==> src/rtl/spi_master_engine_if.sv <==
// Bridge-facing handshake and SPI pin bundle for spi_master_engine.
// The slave modport is the engine's view; master is the bridge/pad side.
interface spi_master_engine_if #(
    parameter int DATA_WIDTH = 32
);
    logic                  go_transfer;
    logic [DATA_WIDTH-1:0] data_write_to_spi;
    logic [DATA_WIDTH-1:0] data_read_from_spi;
    logic                  transfer_complete;
    logic                  spi_sclk;
    logic                  spi_mosi;
    logic                  spi_miso;
    logic                  spi_cs_n;

    modport slave (
        input  go_transfer, data_write_to_spi, spi_miso,
        output data_read_from_spi, transfer_complete, spi_sclk, spi_mosi, spi_cs_n
    );

    modport master (
        output go_transfer, data_write_to_spi, spi_miso,
        input  data_read_from_spi, transfer_complete, spi_sclk, spi_mosi, spi_cs_n
    );
endinterface

==> src/rtl/spi_master_engine.sv <==
// Mode-0, MSB-first full-duplex SPI shift engine answering the bridge's
// go/complete handshake with one frame per 0->1 edge of go_transfer.
module spi_master_engine #(
    parameter int DATA_WIDTH      = 32,
    parameter int CLK_DIV         = 4,
    parameter int COMPLETE_CYCLES = 2
) (
    input  logic                clk,
    input  logic                reset_n,
    spi_master_engine_if.slave  bus
);
    localparam int CNT_MAX = (CLK_DIV > COMPLETE_CYCLES) ? CLK_DIV : COMPLETE_CYCLES;
    localparam int CNT_W   = $clog2(CNT_MAX + 1);
    localparam int H_W     = $clog2(2 * DATA_WIDTH);

    localparam logic [CNT_W-1:0] CNT_SETUP = CNT_W'(CLK_DIV);
    localparam logic [CNT_W-1:0] CNT_HALF  = CNT_W'(CLK_DIV - 1);
    localparam logic [CNT_W-1:0] CNT_DONE  = CNT_W'(COMPLETE_CYCLES - 1);
    localparam logic [H_W-1:0]   H_LAST    = H_W'(2 * DATA_WIDTH - 1);

    typedef enum logic [2:0] {IDLE, SETUP, SHIFT, HOLD, DONE} state_t;

    state_t                state_q, state_d;
    logic [CNT_W-1:0]      cnt_q, cnt_d;
    logic [H_W-1:0]        h_q, h_d;
    logic [DATA_WIDTH-1:0] tx_q, tx_d;
    logic [DATA_WIDTH-1:0] rx_q, rx_d;
    logic [DATA_WIDTH-1:0] rdata_q, rdata_d;
    logic                  go_q, go_d;
    logic                  sclk_q, sclk_d;
    logic                  mosi_q, mosi_d;
    logic                  cs_n_q, cs_n_d;
    logic                  tc_q, tc_d;
    logic                  start;
    logic [H_W-1:0]        h_nxt;

    assign start = bus.go_transfer & ~go_q;
    assign h_nxt = h_q + H_W'(1);

    // SETUP is loaded with CLK_DIV (not CLK_DIV-1): outputs change on the
    // transition edge, so cs_n falls one edge after the start is sampled.
    always_comb begin
        state_d = state_q;
        cnt_d   = cnt_q;
        h_d     = h_q;
        tx_d    = tx_q;
        rx_d    = rx_q;
        rdata_d = rdata_q;
        go_d    = bus.go_transfer;
        sclk_d  = sclk_q;
        mosi_d  = mosi_q;
        cs_n_d  = cs_n_q;
        tc_d    = tc_q;
        case (state_q)
            IDLE: begin
                if (start) begin
                    tx_d    = bus.data_write_to_spi;
                    rx_d    = '0;
                    mosi_d  = bus.data_write_to_spi[DATA_WIDTH-1];
                    cnt_d   = CNT_SETUP;
                    state_d = SETUP;
                end
            end
            SETUP: begin
                cs_n_d = 1'b0;
                if (cnt_q == '0) begin
                    h_d     = '0;
                    cnt_d   = CNT_HALF;
                    state_d = SHIFT;
                end else begin
                    cnt_d = cnt_q - CNT_W'(1);
                end
            end
            SHIFT: begin
                if (cnt_q == '0) begin
                    cnt_d = CNT_HALF;
                    if (h_q == H_LAST) begin
                        sclk_d  = 1'b0;
                        state_d = HOLD;
                    end else begin
                        h_d    = h_nxt;
                        sclk_d = h_nxt[0];
                        // Odd index is the rising edge: sample; even index is falling: advance MOSI.
                        if (h_nxt[0]) begin
                            rx_d = {rx_q[DATA_WIDTH-2:0], bus.spi_miso};
                        end else begin
                            tx_d   = tx_q << 1;
                            mosi_d = tx_q[DATA_WIDTH-2];
                        end
                    end
                end else begin
                    cnt_d = cnt_q - CNT_W'(1);
                end
            end
            HOLD: begin
                if (cnt_q == '0) begin
                    cs_n_d  = 1'b1;
                    tc_d    = 1'b1;
                    rdata_d = rx_q;
                    cnt_d   = CNT_DONE;
                    state_d = DONE;
                end else begin
                    cnt_d = cnt_q - CNT_W'(1);
                end
            end
            DONE: begin
                if (cnt_q == '0) begin
                    tc_d    = 1'b0;
                    state_d = IDLE;
                end else begin
                    cnt_d = cnt_q - CNT_W'(1);
                end
            end
            default: state_d = IDLE;
        endcase
    end

    always_ff @(posedge clk or negedge reset_n) begin
        if (!reset_n) begin
            state_q <= IDLE;
            cnt_q   <= '0;
            h_q     <= '0;
            tx_q    <= '0;
            rx_q    <= '0;
            rdata_q <= '0;
            go_q    <= 1'b0;
            sclk_q  <= 1'b0;
            mosi_q  <= 1'b0;
            cs_n_q  <= 1'b1;
            tc_q    <= 1'b0;
        end else begin
            state_q <= state_d;
            cnt_q   <= cnt_d;
            h_q     <= h_d;
            tx_q    <= tx_d;
            rx_q    <= rx_d;
            rdata_q <= rdata_d;
            go_q    <= go_d;
            sclk_q  <= sclk_d;
            mosi_q  <= mosi_d;
            cs_n_q  <= cs_n_d;
            tc_q    <= tc_d;
        end
    end

    assign bus.spi_sclk           = sclk_q;
    assign bus.spi_mosi           = mosi_q;
    assign bus.spi_cs_n           = cs_n_q;
    assign bus.transfer_complete  = tc_q;
    assign bus.data_read_from_spi = rdata_q;
endmodule

==> src/flat_wrapper.sv <==
// flat-port wrapper written by rule: the top's interface ports become plain ports
module spi_master_engine_flat 
#(
    parameter int DATA_WIDTH      = 32,
    parameter int CLK_DIV         = 4,
    parameter int COMPLETE_CYCLES = 2
)
  (clk, reset_n, bus_go_transfer, bus_data_write_to_spi, bus_spi_miso, bus_data_read_from_spi, bus_transfer_complete, bus_spi_sclk, bus_spi_mosi, bus_spi_cs_n);
  spi_master_engine_if #(.DATA_WIDTH(DATA_WIDTH)) bus_i ();
  input  logic clk;
  input  logic reset_n;
  input wire logic [$bits(bus_i.go_transfer)-1:0] bus_go_transfer;
  input wire logic [$bits(bus_i.data_write_to_spi)-1:0] bus_data_write_to_spi;
  input wire logic [$bits(bus_i.spi_miso)-1:0] bus_spi_miso;
  output wire logic [$bits(bus_i.data_read_from_spi)-1:0] bus_data_read_from_spi;
  output wire logic [$bits(bus_i.transfer_complete)-1:0] bus_transfer_complete;
  output wire logic [$bits(bus_i.spi_sclk)-1:0] bus_spi_sclk;
  output wire logic [$bits(bus_i.spi_mosi)-1:0] bus_spi_mosi;
  output wire logic [$bits(bus_i.spi_cs_n)-1:0] bus_spi_cs_n;
  assign bus_i.go_transfer = bus_go_transfer;
  assign bus_i.data_write_to_spi = bus_data_write_to_spi;
  assign bus_i.spi_miso = bus_spi_miso;
  assign bus_data_read_from_spi = bus_i.data_read_from_spi;
  assign bus_transfer_complete = bus_i.transfer_complete;
  assign bus_spi_sclk = bus_i.spi_sclk;
  assign bus_spi_mosi = bus_i.spi_mosi;
  assign bus_spi_cs_n = bus_i.spi_cs_n;
  spi_master_engine #(.DATA_WIDTH(DATA_WIDTH), .CLK_DIV(CLK_DIV), .COMPLETE_CYCLES(COMPLETE_CYCLES)) u_core (.clk(clk), .reset_n(reset_n), .bus(bus_i));
endmodule
==> config.mk <==
export PLATFORM = sky130hd
export DESIGN_NAME = spi_master_engine_flat
export DESIGN_NICKNAME = d
export VERILOG_FILES = /design/src/rtl/spi_master_engine_if.sv /design/src/rtl/spi_master_engine.sv /design/src/flat_wrapper.sv
export SDC_FILE = /design/constraint.sdc
export NUM_CORES = 1
export LEC_CHECK = 0
export BUFFER_PORTS_ARGS = -buffer_cell sky130_fd_sc_hd__buf_4
export CAP_MARGIN = 20
export CORE_MARGIN = 5
export CORE_UTILIZATION = 56
export CTS_CLUSTER_SIZE = 12
export DETAILED_ROUTE_END_ITERATION = 7
export PLACE_DENSITY = 0.79
export SYNTH_ARGS = -nofsm -noshare
export SYNTH_HDL_FRONTEND = slang
export SYNTH_SLANG_ARGS = --single-unit
==> constraint.sdc <==
create_clock -name clk -period 2.7 [get_ports clk]
set_input_delay 0.54 -clock clk [delete_from_list [all_inputs] [get_ports clk]]
set_output_delay 0.54 -clock clk [all_outputs]
set_load 0.005 [all_outputs]
**Word-level counts from Yosys, hierarchy flattened**

Cells that the tools add are included.

- Register bits after elaboration: 112
- Bits of input ports: 36

- Add/subtract/negate cells: 2
- Equal/unequal tests: 15
- Multiplexer cells: 36
- Bitwise gates (word level): 2
- Reductions and logical operators: 17

Operators with widths:

| kind | number |
|---|---|
| 32-bit two-way mux | 4 |
| 31-bit two-way mux | 4 |
| 32-bit case mux with 2 select lines | 1 |
| 31-bit case mux with 2 select lines | 1 |
| 3-bit two-way mux | 10 |
| 6-bit two-way mux | 3 |
| 3-bit case mux with 5 select lines | 1 |
| 2-bit by 1-bit inequality test with 1-bit output, second input constant | 7 |
| 3-bit case mux with 4 select lines | 1 |
| 6-bit case mux with 2 select lines | 1 |
| 5-bit AND reduction | 2 |
| 2-bit nonzero test | 4 |
| 1-bit two-way mux | 7 |
| 6-bit by 1-bit adder with 6-bit output, second input constant | 1 |
| 3-bit by 2-bit equality test with 1-bit output, second input constant | 2 |
| 6-bit equality test, second input constant | 1 |
| 3-bit zero test | 2 |
| 2-bit inequality test, second input constant | 3 |
| 1-bit case mux with 2 select lines | 3 |
| 2-bit AND reduction | 3 |
| 3-bit AND reduction | 2 |
| 6-bit AND reduction | 1 |
| 4-bit AND reduction | 1 |
| 4-bit nonzero test | 1 |
| 6 further kinds | 6 |

**Depth between registers and ports, before layout**

- Depth after elaboration: 5
- Gate-level depth with buffers: 9

**Least setup slack after synthesis**

OpenSTA, ideal clock, no wires.

- Kind: register -> register
- From: register u_core.cnt_q[0]
- To: register u_core.h_q[5]
- Data arrival time: 2.044 ns
- Path slack: 0.579 ns
- Stages on the path, launching flop included: 8
- Buffers on the path: 1
- Cell sequence: dfrtp_1 > inv_1 > ha_1 > or3b_1 > buf_6 > a311o_4 > or4_1 > a21oi_1

- Cells in the longest elaborated chain, start to end: 3
- Elaborated cells on any way between the ends: 4

RTL lines:

| element | line | text |
|---|---|---|
| from (decl) | spi_master_engine.sv:24 | `logic [CNT_W-1:0] cnt_q, cnt_d;` |
| from (signal assigned) | spi_master_engine.sv:133 | `cnt_q <= cnt_d;` |
| 3-bit zero test * | spi_master_engine.sv:66, spi_master_engine.sv:75 |  |
| 2-bit by 1-bit inequality test with 1-bit output (no source line) | n/a |  |
| 4-bit AND reduction (no source line) * | n/a |  |
| to (signal assigned) | spi_master_engine.sv:122 | `h_q <= '0;` |
| to (signal assigned) | spi_master_engine.sv:134 | `h_q <= h_d;` |
| to (decl) | spi_master_engine.sv:25 | `logic [H_W-1:0] h_q, h_d;` |

Mark *: on every way between the ends. The rest lies on a longest branch, timed or not.
A chain may end at the register's enable or synchronous reset.

**Final worst setup path**

Ends and elaborated chain as after synthesis.

==> flow_summary.ini <==
[run_status]
status = finished, final reports clean

[drt]
firstDrtPassIters = 4
drc_errors = 0
ant_nets = 0
drt_wl_total_mm = 9.395
vias = 3443
avgViaCountPerCell = 5.571
wl_per_cell_um = 15.20
drt_iter0_markers = 235

[power]
p_leak_nw = 2.792
powerDensity_nw_per_um2 = 509.6
ir_drop_uv = 301.1
p_total_mw = 2.864

[placed_design]
dp_cells = 602
place_hpwl_mm = 6.208
gp_congestion = 0.7799
portBuffers = 71

[worst_setup_path]
cp_max_fo = 9
crit_path_end_kind = register
cp.arrival_ns = 2.69
required_ns = 3.00
slowest_delay_ns = 0.55
crit_type = reg -> reg
worst-path-buf-inv = 1
crit_family = simple AND/OR/NAND/NOR gates
critPathLaunchType = register
crit_chain = inv_1 -> ha_1 -> or3b_1 -> a311o_4 -> or4_1 -> a21oi_1
cp_slowest_cell = or3b_1

[global_route]
grt_usage = 0.1937
grt_max_degree = 66
grt_pass1_vias = 3393
grt_pass1_wl_mm = 16.18
grt_overflow = 0
antenna_found_initial = 0

[timing]
holdWs_ns = 0.1416
fmax_ghz = 0.4185
min_period_ns = 2.389
rsz0062_at_grt = false
setup_viol = 0
slew_headroom = 0.6295
hold_violations = 0
slew_violations = 0
finClkSkew_ns = 0.01047
min_period_over_period = 0.8849
worst_pin_slew_ns = 0.5557
fin_setup_tns_ns = 0

[clock_tree]
cts_buffers = 9
root_buffer = clkbuf_8
cts_tree = yes
clk_pin_slew_ns = 0.11
clk-insertion-delay-late_ns = 0.37
clockBufferDepth = 2
postCtsHoldBufs = 0
h-tree-depth = 3
ctsResizeCount = 0
postCtsSetupBuffers = 0
cts_sinks = 112

[layout]
layout.cells.non_filler = 618
layout.nets = 547
syn_to_final_growth_pct = 18.15
final_core_util = 0.6806
antenna-diode-count = 0
fillers = 647
drive_above_1_share = 0.2612

[yosys]
synth.distinct_cells = 42
syn_nets = 488
yosysSeqAreaShare = 0.5894
synthCells = 449
yosys_warnings = 0
ys_ff_latch = 112
synth_area_per_cell_sq_um = 10.59
yosys.area_share.xor_xnor = 0.003682
syn_area_sq_um = 4757
synth_top_family_by_area = compound AO/OA/AOI/OAI gates
synthMuxAreaShare = 0.08022
synth_adder_area_share = 0.007891
synth_compound_area_frac = 0.1665
yosys.area_share.simple = 0.1191

[floorplan]
dieArea_sq_um = 10440
die_w_um = 102.2
start_util = 0.5761
fp-row-count = 33
io-pin-count = 72
dieHeight_um = 102.2
core-area_sq_um = 8258

[min_path]
hold_path.class = in -> async

[job]
maxCapViolCount = 0
-- through the flow --
stage / instance area, sq um / setup slack, ns
finish: 5620 / 0.3107
global route: 5620 / 0.2270
CTS: 5620 / 0.3409
detailed placement: 5411 / 0.3691
global placement: 5411 / 0.4555
floorplan: 4757 / 0.5786
-- state kept, by name, summed over array words and instances, names as in the netlist --
signal                         flops
u_core.bus.spi_sclk                1
u_core.state_q                     3
u_core.bus.spi_cs_n                1
u_core.tx_q                       31
u_core.bus.data_read_from_spi     32
u_core.bus.transfer_complete       1
u_core.h_q                         6
u_core.cnt_q                       3
u_core.rx_q                       32
u_core.bus.spi_mosi                1
u_core.go_q                        1
-- Yosys cell counts (all sizes together) --
master | count | share of area
a2111oi | 3 | 0.011
a211o | 1 | 0.0018
a211oi | 1 | 0.0016
a21o | 1 | 0.0016
a21oi | 6 | 0.0063
a221o | 1 | 0.0021
a22oi | 31 | 0.049
a311o | 1 | 0.0042
a31oi | 1 | 0.0013
and2 | 1 | 0.0013
and3 | 2 | 0.0026
buf | 14 | 0.015
clkbuf | 17 | 0.013
dfrtp | 111 | 0.58
dfstp | 1 | 0.0055
ha | 3 | 0.0079
inv | 6 | 0.0047
mux2 | 33 | 0.078
mux2i | 1 | 0.0021
nand2 | 105 | 0.083
nand2b | 4 | 0.0053
nand3 | 3 | 0.0032
nor2 | 9 | 0.0071
nor2b | 2 | 0.0026
nor3 | 1 | 0.0011
nor3b | 1 | 0.0016
o211a | 1 | 0.0021
o21ai | 72 | 0.076
o22ai | 2 | 0.0026
o31ai | 2 | 0.0032
o32a | 2 | 0.0042
or2 | 1 | 0.0013
or2b | 1 | 0.0016
or3 | 4 | 0.0053
or3b | 1 | 0.0018
or4 | 1 | 0.0016
xnor2 | 2 | 0.0037
-- area by class of cell --
cell class,count,area [sq um],share of cell area
sequential,112,2804,0.4989
multi-input combinational,300,1810,0.3221
timing repair buffer,79,643.1,0.1144
tap,105,131.4,0.02337
clock buffer,9,123.9,0.02204
clock inverter,7,85.08,0.01514
inverter,6,22.52,0.004007
-- cell usage in the layout, fill, tap and decap left out, types with 6 or more instances in the layout --
| master | count |
|---|---|
| a21oi_1 | 6 |
| clkbuf_8 | 9 |
| inv_1 | 6 |
| nand2_1 | 105 |
| buf_4 | 75 |
| dfrtp_1 | 111 |
| mux2_2 | 33 |
| o21ai_0 | 68 |
| nor2_1 | 8 |
| a22oi_1 | 31 |
-- per-layer routing --
metal,up-vias,GRT usage,routed length [um]
li1,1677,-,-
met1,1667,0.2733,4243
met2,86,0.3078,4615
met3,13,0.02730,363
met4,0,0.07265,172
met5,-,0,0
-- final timing paths --
kind | end | slack, ns | cells after the start | start
hold reg to reg | u_core.tx_q[12] | 0.51 | 2 | u_core.tx_q[11]
hold / removal | u_core.bus.data_read_from_spi[15] | 0.14 | 1 | reset_n
min in group clk | u_core.go_q | 0.29 | 1 | bus_go_transfer
max in group asynchronous | u_core.bus.data_read_from_spi[27] | 1.81 | 2 | reset_n
setup reg to reg | u_core.h_q[5] | 0.31 | 6 | u_core.cnt_q[0]
setup / recovery | u_core.h_q[5] | 0.31 | 6 | u_core.cnt_q[0]
-- power breakdown --
part	total [mW]	switching (mW)	internal, mW
clock	1.04	0.589	0.447
combinational	0.110	0.0562	0.0543
sequential	1.72	0.0151	1.70
-- worst reg2reg max path, cell delays in order, from the launching register on --
cell and delay [ns]:
dfrtp_1 0.41, inv_1 0.10, ha_1 0.21, or3b_1 0.55
a311o_4 0.43, or4_1 0.48, a21oi_1 0.15
-- logic make-up after synthesis --
family                   count (synthesis)
AO/OA/AOI/OAI                          125
XOR/XNOR                                 2
adder cells (fa/ha/maj)                  3
buffers and inverters                   37
flip-flops                             112
multiplexers                            34
AND/OR/NAND/NOR                        136
(Power assumes the default switching activity.)
